**config.mk**
```make
export PLATFORM = sky130hd
export DESIGN_NAME = spread_signal_gen_flat
export DESIGN_NICKNAME = d
export VERILOG_FILES = /design/src/rtl/spread_signal_gen_if.sv /design/src/rtl/spread_signal_gen.sv /design/src/flat_wrapper.sv
export SDC_FILE = /design/constraint.sdc
export NUM_CORES = 1
export LEC_CHECK = 0
export ABC_CLOCK_PERIOD_IN_PS = 8100
export BUFFER_PORTS_ARGS = -buffer_cell sky130_fd_sc_hd__buf_2
export CORE_MARGIN = 1.5
export CORE_UTILIZATION = 64
export DETAILED_ROUTE_END_ITERATION = 12
export HOLD_SLACK_MARGIN = 0.06
export PLACE_DENSITY = 0.85
export RECOVER_POWER = 50
export SYNTH_ARGS = -nofsm -noshare
export SYNTH_HDL_FRONTEND = slang
export SYNTH_SLANG_ARGS = --single-unit
export TNS_END_PERCENT = 50
```
**constraint.sdc**
```tcl
create_clock -name clk -period 8.1 [get_ports clk]
set_input_delay 0 -clock clk [delete_from_list [all_inputs] [get_ports clk]]
set_output_delay 0 -clock clk [all_outputs]
set_load 0.005 [all_outputs]
```
**src/rtl/spread_signal_gen_if.sv**
```systemverilog
// Order-entry handshake carried by spread_signal_gen.
// valid/ready: the master raises order_valid together with order_side and
// order_price and holds all three stable until a rising clock edge at which
// order_valid && order_ready; that edge is the single transfer of the order.
interface spread_signal_gen_if #(
  parameter int PRICE_W = 32
) ();
  logic               order_valid;
  logic               order_ready;
  logic               order_side;
  logic [PRICE_W-1:0] order_price;

  modport master (
    output order_valid,
    output order_side,
    output order_price,
    input  order_ready
  );

  modport slave (
    input  order_valid,
    input  order_side,
    input  order_price,
    output order_ready
  );
endinterface

```
**src/rtl/spread_signal_gen.sv**
```systemverilog
// spread_signal_gen: validates top of book, computes spread/mid and emits
// single-unit momentum orders with a net-position limit and post-trade
// cooldown. Optional macro SIG_DROP_CNT_EN adds drop_count, counting
// book_valid pulses that arrive while busy or while enable is low.
module spread_signal_gen #(
  parameter int PRICE_W         = 32,
  parameter int COOLDOWN_CYCLES = 16,
  parameter int MAX_POSITION    = 8
) (
  input  logic                clk,
  input  logic                reset_n,
  input  logic [PRICE_W-1:0]  best_bid,
  input  logic [PRICE_W-1:0]  best_ask,
  input  logic                book_valid,
  input  logic [PRICE_W-1:0]  spread_thresh,
  input  logic                enable,
  spread_signal_gen_if.master ord,
  output logic [7:0]          position,
  output logic [15:0]         signal_count,
  output logic                busy,
  output logic [1:0]          dbg_state
`ifdef SIG_DROP_CNT_EN
  ,
  output logic [15:0]         drop_count
`endif
);

  localparam logic [1:0] IDLE     = 2'd0;
  localparam logic [1:0] EVAL     = 2'd1;
  localparam logic [1:0] ISSUE    = 2'd2;
  localparam logic [1:0] COOLDOWN = 2'd3;

  localparam logic signed [7:0] POS_MAX  = 8'(MAX_POSITION);
  localparam logic signed [7:0] POS_MIN  = -POS_MAX;
  localparam logic [15:0]       CNT_LOAD = 16'(COOLDOWN_CYCLES - 1);

  logic [1:0]         state_q, state_d;
  logic [PRICE_W-1:0] bid_q, bid_d;
  logic [PRICE_W-1:0] ask_q, ask_d;
  logic [PRICE_W-1:0] prev_mid_q, prev_mid_d;
  logic               prev_mid_valid_q, prev_mid_valid_d;
  logic               side_q, side_d;
  logic [PRICE_W-1:0] price_q, price_d;
  logic               valid_q, valid_d;
  logic signed [7:0]  pos_q, pos_d;
  logic [15:0]        sig_cnt_q, sig_cnt_d;
  logic [15:0]        cnt_q, cnt_d;
  logic               busy_q, busy_d;
`ifdef SIG_DROP_CNT_EN
  logic [15:0]        drop_q, drop_d;
`endif

  logic [PRICE_W:0]   mid_sum;
  logic [PRICE_W-1:0] mid;
  logic [PRICE_W-1:0] spread;
  logic               book_ok;

  // Next-state logic: FSM, evaluation datapath, position and counters.
  always_comb begin
    state_d          = state_q;
    bid_d            = bid_q;
    ask_d            = ask_q;
    prev_mid_d       = prev_mid_q;
    prev_mid_valid_d = prev_mid_valid_q;
    side_d           = side_q;
    price_d          = price_q;
    pos_d            = pos_q;
    sig_cnt_d        = sig_cnt_q;
    cnt_d            = cnt_q;

    // Widened sum keeps the carry so the mid never wraps.
    mid_sum = {1'b0, bid_q} + {1'b0, ask_q};
    mid     = PRICE_W'(mid_sum >> 1);
    spread  = ask_q - bid_q;
    book_ok = (bid_q != '0) && (ask_q != '1) && (bid_q < ask_q);

    case (state_q)
      IDLE: begin
        if (book_valid && enable) begin
          bid_d   = best_bid;
          ask_d   = best_ask;
          state_d = EVAL;
        end
      end
      EVAL: begin
        state_d = IDLE;
        if (book_ok) begin
          prev_mid_d       = mid;
          prev_mid_valid_d = 1'b1;
          if (prev_mid_valid_q && (spread <= spread_thresh)) begin
            if ((mid > prev_mid_q) && (pos_q != POS_MAX)) begin
              side_d  = 1'b0;
              price_d = ask_q;
              state_d = ISSUE;
            end else if ((mid < prev_mid_q) && (pos_q != POS_MIN)) begin
              side_d  = 1'b1;
              price_d = bid_q;
              state_d = ISSUE;
            end
          end
        end
      end
      ISSUE: begin
        // Order is never retracted; only the handshake leaves ISSUE.
        if (valid_q && ord.order_ready) begin
          pos_d = side_q ? (pos_q - 8'sd1) : (pos_q + 8'sd1);
          if (sig_cnt_q != 16'hFFFF) sig_cnt_d = sig_cnt_q + 16'd1;
          if (COOLDOWN_CYCLES == 0) begin
            state_d = IDLE;
          end else begin
            cnt_d   = CNT_LOAD;
            state_d = COOLDOWN;
          end
        end
      end
      default: begin
        if (cnt_q == 16'd0) state_d = IDLE;
        else                cnt_d   = cnt_q - 16'd1;
      end
    endcase

    // Outputs are registered from the next state so they align with it.
    valid_d = (state_d == ISSUE);
    busy_d  = (state_d != IDLE);

`ifdef SIG_DROP_CNT_EN
    drop_d = drop_q;
    if (book_valid && (busy_q || !enable) && (drop_q != 16'hFFFF))
      drop_d = drop_q + 16'd1;
`endif
  end

  // State registers with asynchronous active-low clear.
  always_ff @(posedge clk or negedge reset_n) begin
    if (!reset_n) begin
      state_q          <= IDLE;
      bid_q            <= '0;
      ask_q            <= '0;
      prev_mid_q       <= '0;
      prev_mid_valid_q <= 1'b0;
      side_q           <= 1'b0;
      price_q          <= '0;
      valid_q          <= 1'b0;
      pos_q            <= '0;
      sig_cnt_q        <= '0;
      cnt_q            <= '0;
      busy_q           <= 1'b0;
`ifdef SIG_DROP_CNT_EN
      drop_q           <= '0;
`endif
    end else begin
      state_q          <= state_d;
      bid_q            <= bid_d;
      ask_q            <= ask_d;
      prev_mid_q       <= prev_mid_d;
      prev_mid_valid_q <= prev_mid_valid_d;
      side_q           <= side_d;
      price_q          <= price_d;
      valid_q          <= valid_d;
      pos_q            <= pos_d;
      sig_cnt_q        <= sig_cnt_d;
      cnt_q            <= cnt_d;
      busy_q           <= busy_d;
`ifdef SIG_DROP_CNT_EN
      drop_q           <= drop_d;
`endif
    end
  end

  assign ord.order_valid = valid_q;
  assign ord.order_side  = side_q;
  assign ord.order_price = price_q;
  assign position        = pos_q;
  assign signal_count    = sig_cnt_q;
  assign busy            = busy_q;
  assign dbg_state       = state_q;
`ifdef SIG_DROP_CNT_EN
  assign drop_count      = drop_q;
`endif

endmodule

```
**src/flat_wrapper.sv**
```systemverilog
// flat-port wrapper written by rule: the top's interface ports become plain ports
module spread_signal_gen_flat 
#(
  parameter int PRICE_W         = 32,
  parameter int COOLDOWN_CYCLES = 16,
  parameter int MAX_POSITION    = 8
)
  (clk, reset_n, best_bid, best_ask, book_valid, spread_thresh, enable, position, signal_count, busy, dbg_state, ord_order_valid, ord_order_side, ord_order_price, ord_order_ready);
  spread_signal_gen_if #(.PRICE_W(PRICE_W)) ord_i ();
  input  logic clk;
  input  logic reset_n;
  input  logic [PRICE_W-1:0] best_bid;
  input  logic [PRICE_W-1:0] best_ask;
  input  logic book_valid;
  input  logic [PRICE_W-1:0] spread_thresh;
  input  logic enable;
  output logic [7:0] position;
  output logic [15:0] signal_count;
  output logic busy;
  output logic [1:0] dbg_state;
  output wire logic [$bits(ord_i.order_valid)-1:0] ord_order_valid;
  output wire logic [$bits(ord_i.order_side)-1:0] ord_order_side;
  output wire logic [$bits(ord_i.order_price)-1:0] ord_order_price;
  input wire logic [$bits(ord_i.order_ready)-1:0] ord_order_ready;
  assign ord_order_valid = ord_i.order_valid;
  assign ord_order_side = ord_i.order_side;
  assign ord_order_price = ord_i.order_price;
  assign ord_i.order_ready = ord_order_ready;
  spread_signal_gen #(.PRICE_W(PRICE_W), .COOLDOWN_CYCLES(COOLDOWN_CYCLES), .MAX_POSITION(MAX_POSITION)) u_core (.clk(clk), .reset_n(reset_n), .best_bid(best_bid), .best_ask(best_ask), .book_valid(book_valid), .spread_thresh(spread_thresh), .enable(enable), .ord(ord_i), .position(position), .signal_count(signal_count), .busy(busy), .dbg_state(dbg_state));
endmodule
```
==> Word-level counts from Yosys, hierarchy flattened <==
Index checks and enable logic that the tools add are counted.
{ "op_classes": {"add_sub_neg": 6, "n_lt_le_gt_ge": 4, "eq_ne": 9, "mux": 16, "bitwise_logic": 1, "n_reduce_logical": 19} }
{ "op_table": {"columns": ["operator", "n"], "rows": [
  ["$lt A32 B32 Y1", 2],
  ["$mux W32", 2],
  ["$add A32 B32 Y33", 1],
  ["$gt A32 B32 Y1", 1],
  ["$le A32 B32 Y1", 1],
  ["$mux W16", 2],
  ["$ne A32 B32 Y1 const B", 1],
  ["$pmux W16 S2", 1],
  ["$reduce_bool A32 Y1", 1],
  ["$sub A32 B32 Y32", 1],
  ["$add A16 B1 Y16 const B", 1],
  ["$logic_not A16 Y1", 1],
  ["$ne A16 B16 Y1 const B", 1],
  ["$sub A16 B1 Y16 const B", 1],
  ["$mux W2", 7],
  ["$add A8 B2 Y8 const B", 1],
  ["$mux W8", 1],
  ["$ne A8 B4 Y1 const B", 1],
  ["$ne A8 B5 Y1 const B", 1],
  ["$sub A8 B2 Y8 const B", 1],
  ["$logic_and A1 B1 Y1", 7],
  ["$pmux W2 S3", 1],
  ["$reduce_and A2 Y1", 3],
  ["$reduce_and A3 Y1", 2],
  ["other kinds (10)", 13]
]} }
{ "totals": {"reg_bits": 174, "in_bits": 101, "wordCells": 67} }

==> Depth between registers and ports, before layout <==
Gate-level depths: netlist of run 1.
{ "depth": {"ltp_word": 9, "ltp_mapped": 23, "ltp_nobuf": 21} }

==> Worst setup path after synthesis of run 1 <==
OpenSTA, ideal clock, no wires.
{ "synth_timing": {"kind": "flip-flop to flip-flop", "startpoint": "register u_core.ask_q[11]", "endpoint": "register u_core.price_q[22], in the netlist u_core.ord.order_price[22]", "setup_ns": 0.125, "arrival_ns": 4.988, "slack_ns": 2.987, "path_stages_with_launch": 19, "path_buffers": 2, "path_cell_list": "dfrtp_1 > ha_1 > buf_6 > or3_1 > nor4_1 > a21boi_2 > o41ai_4 > nor4_4 > o2111ai_1 > and4_1 > or2_2 > ha_1 > nand4_1 > or4_4 > nor4_2 > a22o_1 > buf_2 > mux2_2 > mux2_4"} }
{ "synth_via": {"elab_chain_len": 5, "word_cells_on_any_way": 15, "cone_classes": "add/sub (2); order compare (4); eq/ne (1); mux (1); reduce/logical (7)"} }
{ "synth_lines": {"columns": ["item", "line_no", "source"], "rows": [
  ["from (decl)", "spread_signal_gen.sv:39", "logic [PRICE_W-1:0] ask_q, ask_d;"],
  ["from (signal assigned)", "spread_signal_gen.sv:154", "ask_q <= ask_d;"],
  ["$add A32 B32 Y33 *", "spread_signal_gen.sv:72", "mid_sum = {1'b0, bid_q} + {1'b0, ask_q};"],
  ["net u_core.mid_sum[30]", "spread_signal_gen.sv:53", "logic [PRICE_W:0] mid_sum;"],
  ["$lt A32 B32 Y1 or $gt A32 B32 Y1 (tied branches)", "spread_signal_gen.sv:95, spread_signal_gen.sv:91", null],
  ["$logic_and A1 B1 Y1 (on tied branches)", "spread_signal_gen.sv:95, spread_signal_gen.sv:91", null],
  ["$reduce_bool A2 Y1 (no source line)", null, null],
  ["$reduce_and A4 Y1 (no source line)", null, null],
  ["to (signal assigned)", "spread_signal_gen.sv:158", "price_q <= price_d;"],
  ["to (decl)", "spread_signal_gen.sv:43", "logic [PRICE_W-1:0] price_q, price_d;"]
]} }
Mark *: on every way through the listed nets, which the timed path passes. The rest lies on a longest branch.
A chain may end at the register's enable or synchronous reset.

==> Worst setup path in the final report of run 1 <==
{ "layout_timing": {"startpoint": "register u_core.bid_q[0]", "endpoint": "register u_core.price_q[0], in the netlist u_core.ord.order_price[0]"} }
{ "layout_via": {"elab_chain_len": 5, "word_cells_on_any_way": 16, "cone_classes": "add/sub (2); order compare (4); mux (2); reduce/logical (8)"} }
{ "layout_lines": {"columns": ["item", "line_no", "source"], "rows": [
  ["from (decl)", "spread_signal_gen.sv:38", "logic [PRICE_W-1:0] bid_q, bid_d;"],
  ["from (signal assigned)", "spread_signal_gen.sv:153", "bid_q <= bid_d;"],
  ["$add A32 B32 Y33 *", "spread_signal_gen.sv:72", null],
  ["net u_core.mid_sum[30]", "spread_signal_gen.sv:53", null],
  ["$lt A32 B32 Y1 or $gt A32 B32 Y1 (tied branches)", "spread_signal_gen.sv:95, spread_signal_gen.sv:91", null],
  ["$logic_and A1 B1 Y1 (on tied branches)", "spread_signal_gen.sv:95, spread_signal_gen.sv:91", null],
  ["$reduce_bool A2 Y1 (no source line)", null, null],
  ["$reduce_and A4 Y1 (no source line)", null, null]
]} }
Mark *: on every way through the listed nets, which the timed path passes. The rest lies on a longest branch. The select of a mux whose other input is x is not followed.

==> metrics.txt, run 1 <==
grt ovf 0; Slew @ Worst Pin 5.30 ns; Tcrit/Tclk final 75.2%; Syn Std Cell Area 13,000 um2; Slew headroom -253%; initial antenna violation count 1; Slew Limit Fails 197; Setup Crit Path Kind reg -> reg; Post-CTS Setup Bufs 0; Port Buffers 161; nets 1,832; CTS Root Cell clkbuf_16; Worst path slowest cell or4_4; commonest non-fill, non-tap cell in the layout dfrtp_1; R2R setup slack 2.01 ns; Vias per Instance 6.35; Top FF cell, synth dfrtp_1; maximum clock rate 164 MHz; layout cells sized above 1 17.7%; Initial DRC Count 1,512; Initial Util 65.9%; post-synthesis sequential area ratio 33.6%; Crit Path Max Fanout 35; commonest cells after routing, fill and taps aside dfrtp_1, ha_1, inv_1; Setup crit start kind flip-flop; crit path capture type flip-flop; register bit total from synthesis 174; Final setup viols 0; Distinct cells, synth 79; first-pass GRT wire length 62.6 mm; Hold Vio Cnt, Final 0; first-pass detailed-route iteration total 5; Post-Syn Nets 1,636; Hold Buf Count CTS 65; CTS Buf Count 17; layout filler cell count 1,298; area of the multi-input gates 7790 um2; RSZ-0062 raised after global routing false; DPL Wire Length 27.2 mm; via count 11,900; final worst path period need 6.09 ns; Clock Latency Late Sink 0.45 ns; status complete, but fails checks; Die Footprint 21,100 um2; Layout area overhead 16.3%; clk buf depth 2; Crit path required time 8.43 ns; Clock Skew 0.0150 ns; Data arrival, critical path 6.42 ns; TNS Setup 0 ns; WL/cell 21.4 um; Storage cell area 4350 um2; gpl congestion 1.00; htree depth 4; Yosys Warn Count 0; Syn Inst Count 1,396; final WL 40.0 mm; clock sink count 174; Core ar. 19,700 um2; clk slew on worst S/H paths 0.07 ns; antenna-violating nets left 0; via count of the first global-routing pass 11,600; max-cap violations 2; failing checks capacitance limit, slew limit; Ports 162; Rows 51; worst path cell trace ha_1 > inv_1 > fa_1 > nor3_1 > o31ai_1 > a21boi_2 > o41ai_4 > nor4_4 > o2111ai_1 > and4_1 > or2_2 > ha_1 > nand4_1 > or4_4 > nor2_1 > a21oi_1 > a22oi_1 > a221o_2 > buf_4 > mux2_2; most used cell, CP ha_1; max incr delay on CP 0.60 ns; pin count of the biggest net entering global routing 99; number of flops mapped to enable cells by yosys 0; Resized cells post-CTS 0; Hold Crit Class in -> reg; syn avg cell area 9.28 um2; Die Ht 145 um; asr flop ratio synth 100%; All-Layer GR Usage 37.7%; CTS tree built; Residual DRC 0; width of the chip 145 um
==> final cells by class <==
type,count,area share (%)
inverter,134,3.34
clock inverter,12,1.30
clock buffer,20,2.96
multi-input combinational,1034,51.7
sequential,174,28.9
timing repair buffer,231,9.59
antenna,1,0.0166
tap,265,2.20
==> cell usage after synthesis (17+ instances only) <==
cell type | count | area share [%]
a21o_1 | 35 | 2.0
a21oi_1 | 81 | 3.1
buf_2 | 17 | 0.66
clkbuf_1 | 25 | 0.72
dfrtp_1 | 174 | 34
ha_1 | 136 | 13
inv_1 | 132 | 3.8
mux2_2 | 76 | 6.6
mux2_4 | 27 | 3.1
nand2_1 | 105 | 3.0
nand3_1 | 28 | 1.1
nand4_1 | 32 | 1.5
nor2_1 | 85 | 2.5
nor2b_1 | 19 | 0.92
nor3_1 | 25 | 0.97
nor4_1 | 17 | 0.82
o21ai_0 | 94 | 3.6
xnor2_1 | 55 | 3.7
xor2_1 | 27 | 1.8
==> metrics by stage <==
step	instance area [um2]	cells	hold slack [ns]	utilization, %	worst slack, ns
after CTS	15100	1870	0.264	77.0	2.21
after detailed placement	13800	1773	0.163	70.4	2.26
final	15100	1871	0.278	76.7	2.01
after floorplan	13000	1396	-0.296	-	2.99
after global routing	15100	1871	0.329	76.7	1.86
after global placement	13800	1773	0.151	70.4	2.43
==> kinds of logic (layout without fill, tap and decap cells) <==
group | count (synthesis) | in the layout | share of synthesized area (%)
AND/OR/NAND/NOR | 380 | 380 | 14.7
buffers and inverters | 188 | 397 | 6.27
other | 0 | 1 | 0
AO/OA/AOI/OAI | 328 | 328 | 16.4
XOR/XNOR | 82 | 82 | 5.54
flip-flops | 174 | 174 | 33.6
adder cells (fa/ha/maj) | 139 | 139 | 13.6
multiplexers | 105 | 105 | 9.89
==> registers in the layout, indices dropped and copies added, names as in the netlist <==
name / cells
u_core.ask_q: 32
u_core.signal_count: 16
u_core.busy: 1
u_core.ord.order_valid: 1
u_core.dbg_state: 2
u_core.prev_mid_q: 32
u_core.cnt_q: 16
u_core.position: 8
u_core.ord.order_price: 32
u_core.bid_q: 32
u_core.prev_mid_valid_q: 1
u_core.ord.order_side: 1
==> worst paths after layout <==
kind / from / endpoint / cells after the start
max: u_core.bid_q[0]$_DFFE_PN0P_ / u_core.ord.order_price[0]$_DFFE_PN0P_ / 20
min: ord_order_ready / u_core.cnt_q[15]$_DFFE_PN0P_ / 3
max reg2reg: u_core.bid_q[0]$_DFFE_PN0P_ / u_core.ord.order_price[0]$_DFFE_PN0P_ / 20
min reg2reg: u_core.signal_count[8]$_DFFE_PN0P_ / u_core.signal_count[8]$_DFFE_PN0P_ / 1
max in group asynchronous: reset_n / u_core.prev_mid_q[29]$_DFFE_PN0P_ / 3
min in group asynchronous: reset_n / u_core.signal_count[6]$_DFFE_PN0P_ / 2
==> critical path, delay by kind of cell (launching register included) <==
kind / cells / cell delay (ns)
flops: 1 / 0.46
simple gates: 7 / 2.08
buf+inv: 2 / 0.60
compound gates: 7 / 1.38
fa+ha+maj: 3 / 0.97
mux: 1 / 0.42
==> per-layer routing <==
layer / wire [um] / track usage, %
met5: 0 / 0
met4: 2230 / 20.1
met3: 3790 / 7.20
met2: 17800 / 57.3
met1: 16200 / 51.1
Power of run 1 is not shown: default switching activity piles up to over one toggle a cycle in this logic, so the estimate is an artifact.
==> run 2, diff against run 1 <==
--- a/config.mk
+++ b/config.mk
@@ -5,13 +5,13 @@
 export SDC_FILE = /design/constraint.sdc
 export NUM_CORES = 1
 export LEC_CHECK = 0
-export ABC_CLOCK_PERIOD_IN_PS = 8100
+export ABC_CLOCK_PERIOD_IN_PS = 5000
 export BUFFER_PORTS_ARGS = -buffer_cell sky130_fd_sc_hd__buf_2
 export CORE_MARGIN = 1.5
-export CORE_UTILIZATION = 64
+export CORE_UTILIZATION = 54
 export DETAILED_ROUTE_END_ITERATION = 12
 export HOLD_SLACK_MARGIN = 0.06
-export PLACE_DENSITY = 0.85
+export PLACE_DENSITY = 0.76
 export RECOVER_POWER = 50
 export SYNTH_ARGS = -nofsm -noshare
 export SYNTH_HDL_FRONTEND = slang
==> constraint.sdc (replaced) <==
create_clock -name clk -period 5 [get_ports clk]
set_input_delay 0 -clock clk [delete_from_list [all_inputs] [get_ports clk]]
set_output_delay 0 -clock clk [all_outputs]
set_load 0.005 [all_outputs]
==> metrics.txt, run 2 (synthesized netlist as in run 1, its figures left out) <==
status complete, but fails checks (unchanged); failing checks capacitance limit, slew limit, setup timing (was capacitance limit, slew limit); layout cells sized above 1 30.4% (was 17.7%); RSZ-0062 raised after global routing true (was false); Setup crit start kind flip-flop (unchanged); Core ar. 23,500 um2 (was 19,700 um2); Data arrival, critical path 5.62 ns (was 6.42 ns); DPL Wire Length 29.4 mm (was 27.2 mm); final worst slack -0.292 ns (was 2.01 ns); final WL 46.2 mm (was 40.0 mm); clock sink count 174 (unchanged); Port Buffers 161 (unchanged); final worst path period need 5.29 ns (was 6.09 ns); Clock Skew 0.0165 ns (was 0.0150 ns); via count 13,100 (was 11,900); commonest non-fill, non-tap cell in the layout dfrtp_1 (unchanged); Slew headroom -163% (was -253%); Initial Util 55.2% (was 65.9%); Die Footprint 24,900 um2 (was 21,100 um2); Ports 162 (unchanged); Setup Crit Path Kind reg -> reg (unchanged); Vias per Instance 6.22 (was 6.35); All-Layer GR Usage 35.3% (was 37.7%); CTS Buf Count 17 (unchanged); clk slew on worst S/H paths 0.08 ns (was 0.07 ns); CTS Root Cell clkbuf_16 (unchanged); TNS Setup -8.46 ns (was 0 ns); first-pass detailed-route iteration total 7 (was 5); Clock Latency Late Sink 0.45 ns (about the same); Rows 56 (was 51); initial antenna violation count 2 (was 1); R2R setup slack -0.29 ns (was 2.01 ns); CTS tree built (unchanged); fin area 17,100 um2 (was 15,100 um2); commonest cells after routing, fill and taps aside dfrtp_1, buf_4, inv_1 (was dfrtp_1, ha_1, inv_1); htree depth 4 (unchanged); Crit Path Max Fanout 6 (was 35); Hold Vio Cnt, Final 0 (unchanged); pin count of the biggest net entering global routing 99 (unchanged); Initial DRC Count 1,283 (was 1,512); crit path launch u_core.ask_q[10]$_DFFE_PN0P_ (was u_core.bid_q[0]$_DFFE_PN0P_); Residual DRC 0 (unchanged); RR Startpoint u_core.ask_q[10]$_DFFE_PN0P_ (was u_core.bid_q[0]$_DFFE_PN0P_); R2R depth 19 (was 20); Placed Area 14,900 um2 (was 13,800 um2); worst setup path endpoint u_core.ord.order_price[11]$_DFFE_PN0P_ (was u_core.ord.order_price[0]$_DFFE_PN0P_); max-cap violations 1 (was 2); width of the chip 158 um (was 145 um); Die Ht 158 um (was 145 um); dpl ws -0.332 ns (was 2.26 ns); via count of the first global-routing pass 12,700 (was 11,600); grt ovf 0 (unchanged); WL/cell 22.0 um (was 21.4 um); first-pass GRT wire length 67.3 mm (was 62.6 mm); gpl congestion 0.949 (was 1.00); Layout area overhead 32.1% (was 16.3%); Slew Limit Fails 74 (was 197); crit path capture type flip-flop (unchanged); maximum clock rate 189 MHz (was 164 MHz); clk buf depth 2 (unchanged); Slew @ Worst Pin 3.94 ns (was 5.30 ns); worst reg2reg endpoint u_core.ord.order_price[11]$_DFFE_PN0P_ (was u_core.ord.order_price[0]$_DFFE_PN0P_); Tcrit/Tclk final 106% (was 75.2%); Hold Crit Class in -> reg (unchanged); Final setup viols 35 (was 0); antenna-violating nets left 0 (unchanged); nets 2,005 (was 1,832); Crit path required time 5.33 ns (was 8.43 ns)
## run 2: area by class of cell
class                           count  area (um2)
Clock inverter                     15         195
Fill cell                        1554        6360
Timing Repair Buffer              404        2920
Tap cell                          319         399
Inverter                          134         503
Multi-Input combinational cell   1034        8310
Antenna cell                        2        5.00
Sequential cell                   174        4350
Clock buffer                       17         425
## run 2: how the worst min path moves through the flow
stage / from / slack [ns] / to / depth (start not counted)
after floorplan: reset_n / -0.30 / u_core.ask_q[0]$_DFFE_PN0P_ / 0
after global placement: reset_n / 0.06 / u_core.signal_count[6]$_DFFE_PN0P_ / 1
after detailed placement: reset_n / 0.06 / u_core.signal_count[8]$_DFFE_PN0P_ / 1
after CTS: reset_n / 0.15 / u_core.signal_count[8]$_DFFE_PN0P_ / 2
after global routing: ord_order_ready / 0.31 / u_core.cnt_q[12]$_DFFE_PN0P_ / 3
final: ord_order_ready / 0.28 / u_core.cnt_q[8]$_DFFE_PN0P_ / 3
## run 2: critical path, stage by stage (launching register included)
cell       delay (ns)
dfrtp_1          0.43
buf_4            0.18
ha_2             0.23
nor2_2           0.14
a221oi_1         0.13
o41ai_1          0.45
o41ai_2          0.15
buf_4            0.19
o21ba_2          0.22
o211ai_1         0.32
a32oi_1          0.17
xnor2_1          0.16
ha_1             0.32
nand4_1          0.11
or4_4            0.51
o221ai_4         0.24
a22oi_2          0.14
a221o_4          0.54
clkbuf_16        0.21
mux2_4           0.31
## run 2: per-layer routing
| metal | up-vias | share of wire (%) | GRT usage (%) |
|---|---|---|---|
| li1 | 5703 | - | - |
| met1 | 6231 | 39 | 46.0 |
| met2 | 869 | 45 | 55.5 |
| met3 | 248 | 10 | 7.72 |
| met4 | 0 | 6.0 | 17.4 |
| met5 | - | 0 | 0 |
## run 2: timing repair
item,4_1_cts,5_1_grt
hold buffers,65,0
endpoints found under the hold margin,135,0
cloned,3,4
setup endpoints to repair,36,37
buffers inserted,30,13
pin swaps,29,32
gates resized for setup,55,60
## run 2: per-stage QoR
step	hold slack, ns	util, %	std cells
CTS	0.153	71.1	2080
global placement	0.0582	63.3	1950
global route	0.315	72.9	2099
floorplan	-0.296	-	1396
finish	0.284	72.9	2099
detailed placement	0.0562	63.3	1950
Power of run 2 is left out for the same reason.
==> run 3, diff against run 2 <==
--- a/config.mk
+++ b/config.mk
@@ -6,12 +6,12 @@
 export NUM_CORES = 1
 export LEC_CHECK = 0
 export ABC_CLOCK_PERIOD_IN_PS = 5000
-export BUFFER_PORTS_ARGS = -buffer_cell sky130_fd_sc_hd__buf_2
+export BUFFER_PORTS_ARGS = -buffer_cell sky130_fd_sc_hd__clkbuf_2
 export CORE_MARGIN = 1.5
-export CORE_UTILIZATION = 54
+export CORE_UTILIZATION = 45
 export DETAILED_ROUTE_END_ITERATION = 12
 export HOLD_SLACK_MARGIN = 0.06
-export PLACE_DENSITY = 0.76
+export PLACE_DENSITY = 0.65
 export RECOVER_POWER = 50
 export SYNTH_ARGS = -nofsm -noshare
 export SYNTH_HDL_FRONTEND = slang
==> metrics.txt, run 3 (synthesized netlist as in run 1, its figures left out) <==
Clock Latency Late Sink 0.45 ns (about the same); Slew headroom -86.0% (was -163%); Residual DRC 0 (unchanged); Top Usage Layer GRT met2 (unchanged); Tcrit/Tclk final 103% (was 106%); Slew Limit Fails 179 (was 74); Hold Vio Cnt, Final 0 (unchanged); layout cells sized above 1 29.3% (was 30.4%); Rows 61 (was 56); first-pass GRT wire length 63.8 mm (was 67.3 mm); Final setup viols 35 (unchanged); clk slew on worst S/H paths 0.08 ns (about the same); Worst Hold Depth 3 (unchanged); DPL Wire Length 29.7 mm (was 29.4 mm); Clock Skew 0.0121 ns (was 0.0165 ns); Initial DRC Count 1,023 (was 1,283); commonest non-fill, non-tap cell in the layout dfrtp_1 (unchanged); dpl ws -0.261 ns (was -0.332 ns); initial antenna violation count 2 (unchanged); TNS Setup -4.99 ns (was -8.46 ns); M1 GR Usage 37.4% (was 46.0%); Layout area overhead 31.7% (was 32.1%); Die Footprint 29,800 um2 (was 24,900 um2); failing checks capacitance limit, slew limit, setup timing (unchanged); first-pass detailed-route iteration total 5 (was 7); antenna-violating nets left 0 (unchanged); placed cells 2,025 (was 1,950); clock sink count 174 (unchanged); nets 2,009 (was 2,005); Initial Util 46.1% (was 55.2%); CTS tree built (unchanged); Placed Area 15,100 um2 (was 14,900 um2); area of the multi-input gates 8230 um2 (was 8310 um2); R2R depth 20 (was 19); final worst slack -0.171 ns (was -0.292 ns); htree depth 4 (unchanged); M3 GR Usage 4.66% (was 7.72%); final worst path period need 5.17 ns (was 5.29 ns); CTS Buf Count 17 (unchanged); CTS Root Cell clkbuf_16 (unchanged); All-Layer GR Usage 26.9% (was 35.3%); Hold Crit Class in -> reg (unchanged); clk buf depth 2 (unchanged); fin area 17,100 um2 (about the same); Die Ht 173 um (was 158 um); met2 Track Usage GR 41.3% (was 55.5%); Data arrival, critical path 5.50 ns (was 5.62 ns); grt ovf 0 (unchanged); gpl congestion 0.928 (was 0.949); maximum clock rate 193 MHz (was 189 MHz); status complete, but fails checks (unchanged); max-cap violations 3 (was 1); via count of the first global-routing pass 11,800 (was 12,700); Non-Filler Instances 2,162 (was 2,099); Vias per Instance 5.53 (was 6.22); final WL 41.1 mm (was 46.2 mm); RSZ-0062 raised after global routing true (unchanged); WL/cell 19.0 um (was 22.0 um); Setup Crit Path Kind reg -> reg (unchanged); crit path capture type flip-flop (unchanged); layout filler cell count 2,423 (was 1,554); Core ar. 28,100 um2 (was 23,500 um2); pin count of the biggest net entering global routing 99 (unchanged); Setup crit start kind flip-flop (unchanged); Crit path required time 5.33 ns (about the same); via count 12,000 (was 13,100); commonest cells after routing, fill and taps aside dfrtp_1, buf_4, inv_1, clkbuf_2, ha_1 (was dfrtp_1, buf_4, inv_1); Crit Path Max Fanout 8 (was 6); Port Buffers 161 (unchanged); Slew @ Worst Pin 2.79 ns (was 3.94 ns); Storage cell area 4360 um2 (was 4350 um2); Ports 162 (unchanged); width of the chip 173 um (was 158 um)
## run 3: critical path, cell delays in order (launching register included)
cell and delay (ns):
dfrtp_1 0.42, buf_6 0.15, ha_2 0.20, buf_4 0.16, o41a_1 0.42, o41ai_4 0.37, nor4_4 0.09, buf_4 0.17
o2111ai_4 0.22, nand2_2 0.11, xnor2_2 0.17, ha_1 0.31, a21o_1 0.18, a21o_1 0.17, a221oi_4 0.27, o221ai_4 0.16
buf_6 0.13, a211o_1 0.29, a221o_4 0.51, clkbuf_16 0.21, mux2_4 0.29
## run 3: repair_timing
action / in CTS / in global routing
setup buffers: 22 / 12
pin swaps: 9 / 40
gates resized for setup: 28 / 56
setup endpoints to repair: 35 / 37
cloned: 1 / 5
hold endpoints to repair: 114 / 0
hold buffers: 65 / 0
## run 3: metal layers
| metal | wire length [um] | part of all wire [%] |
|---|---|---|
| met5 | 0 | 0 |
| met4 | 1650 | 4.0 |
| met3 | 2810 | 6.8 |
| met2 | 18300 | 45 |
| met1 | 18400 | 45 |
## run 3: final cells by class
cell class                 instances  share of cell area [%]
multi-input combinational       1034                    48.2
tap                              378                    2.77
clock buffer                      19                    2.65
clock inverter                    13                   0.880
sequential                       174                    25.5
timing repair buffer             408                    17.0
inverter                         134                    2.95
antenna                            2                  0.0293
## run 3: worst paths after layout
kind	startpoint	end	slack (ns)
max in group asynchronous	reset_n	u_core.ask_q[29]$_DFFE_PN0P_	1.24
worst max-delay path	u_core.ask_q[9]$_DFFE_PN0P_	u_core.ord.order_price[22]$_DFFE_PN0P_	-0.17
min in group asynchronous	reset_n	u_core.signal_count[3]$_DFFE_PN0P_	0.99
worst min register to register	u_core.signal_count[15]$_DFFE_PN0P_	u_core.signal_count[15]$_DFFE_PN0P_	0.50
worst max register to register	u_core.ask_q[9]$_DFFE_PN0P_	u_core.ord.order_price[22]$_DFFE_PN0P_	-0.17
worst min-delay path	ord_order_ready	u_core.cnt_q[12]$_DFFE_PN0P_	0.26
## run 3: stage by stage
stage / hold WS (ns) / utilization [%]
finish: 0.262 / 60.8
global route: 0.331 / 60.8
CTS: 0.0783 / 59.3
detailed placement: -0.0214 / 53.6
global placement: -0.0226 / 53.6
floorplan: -0.296 / -
Power of run 3 is left out for the same reason.
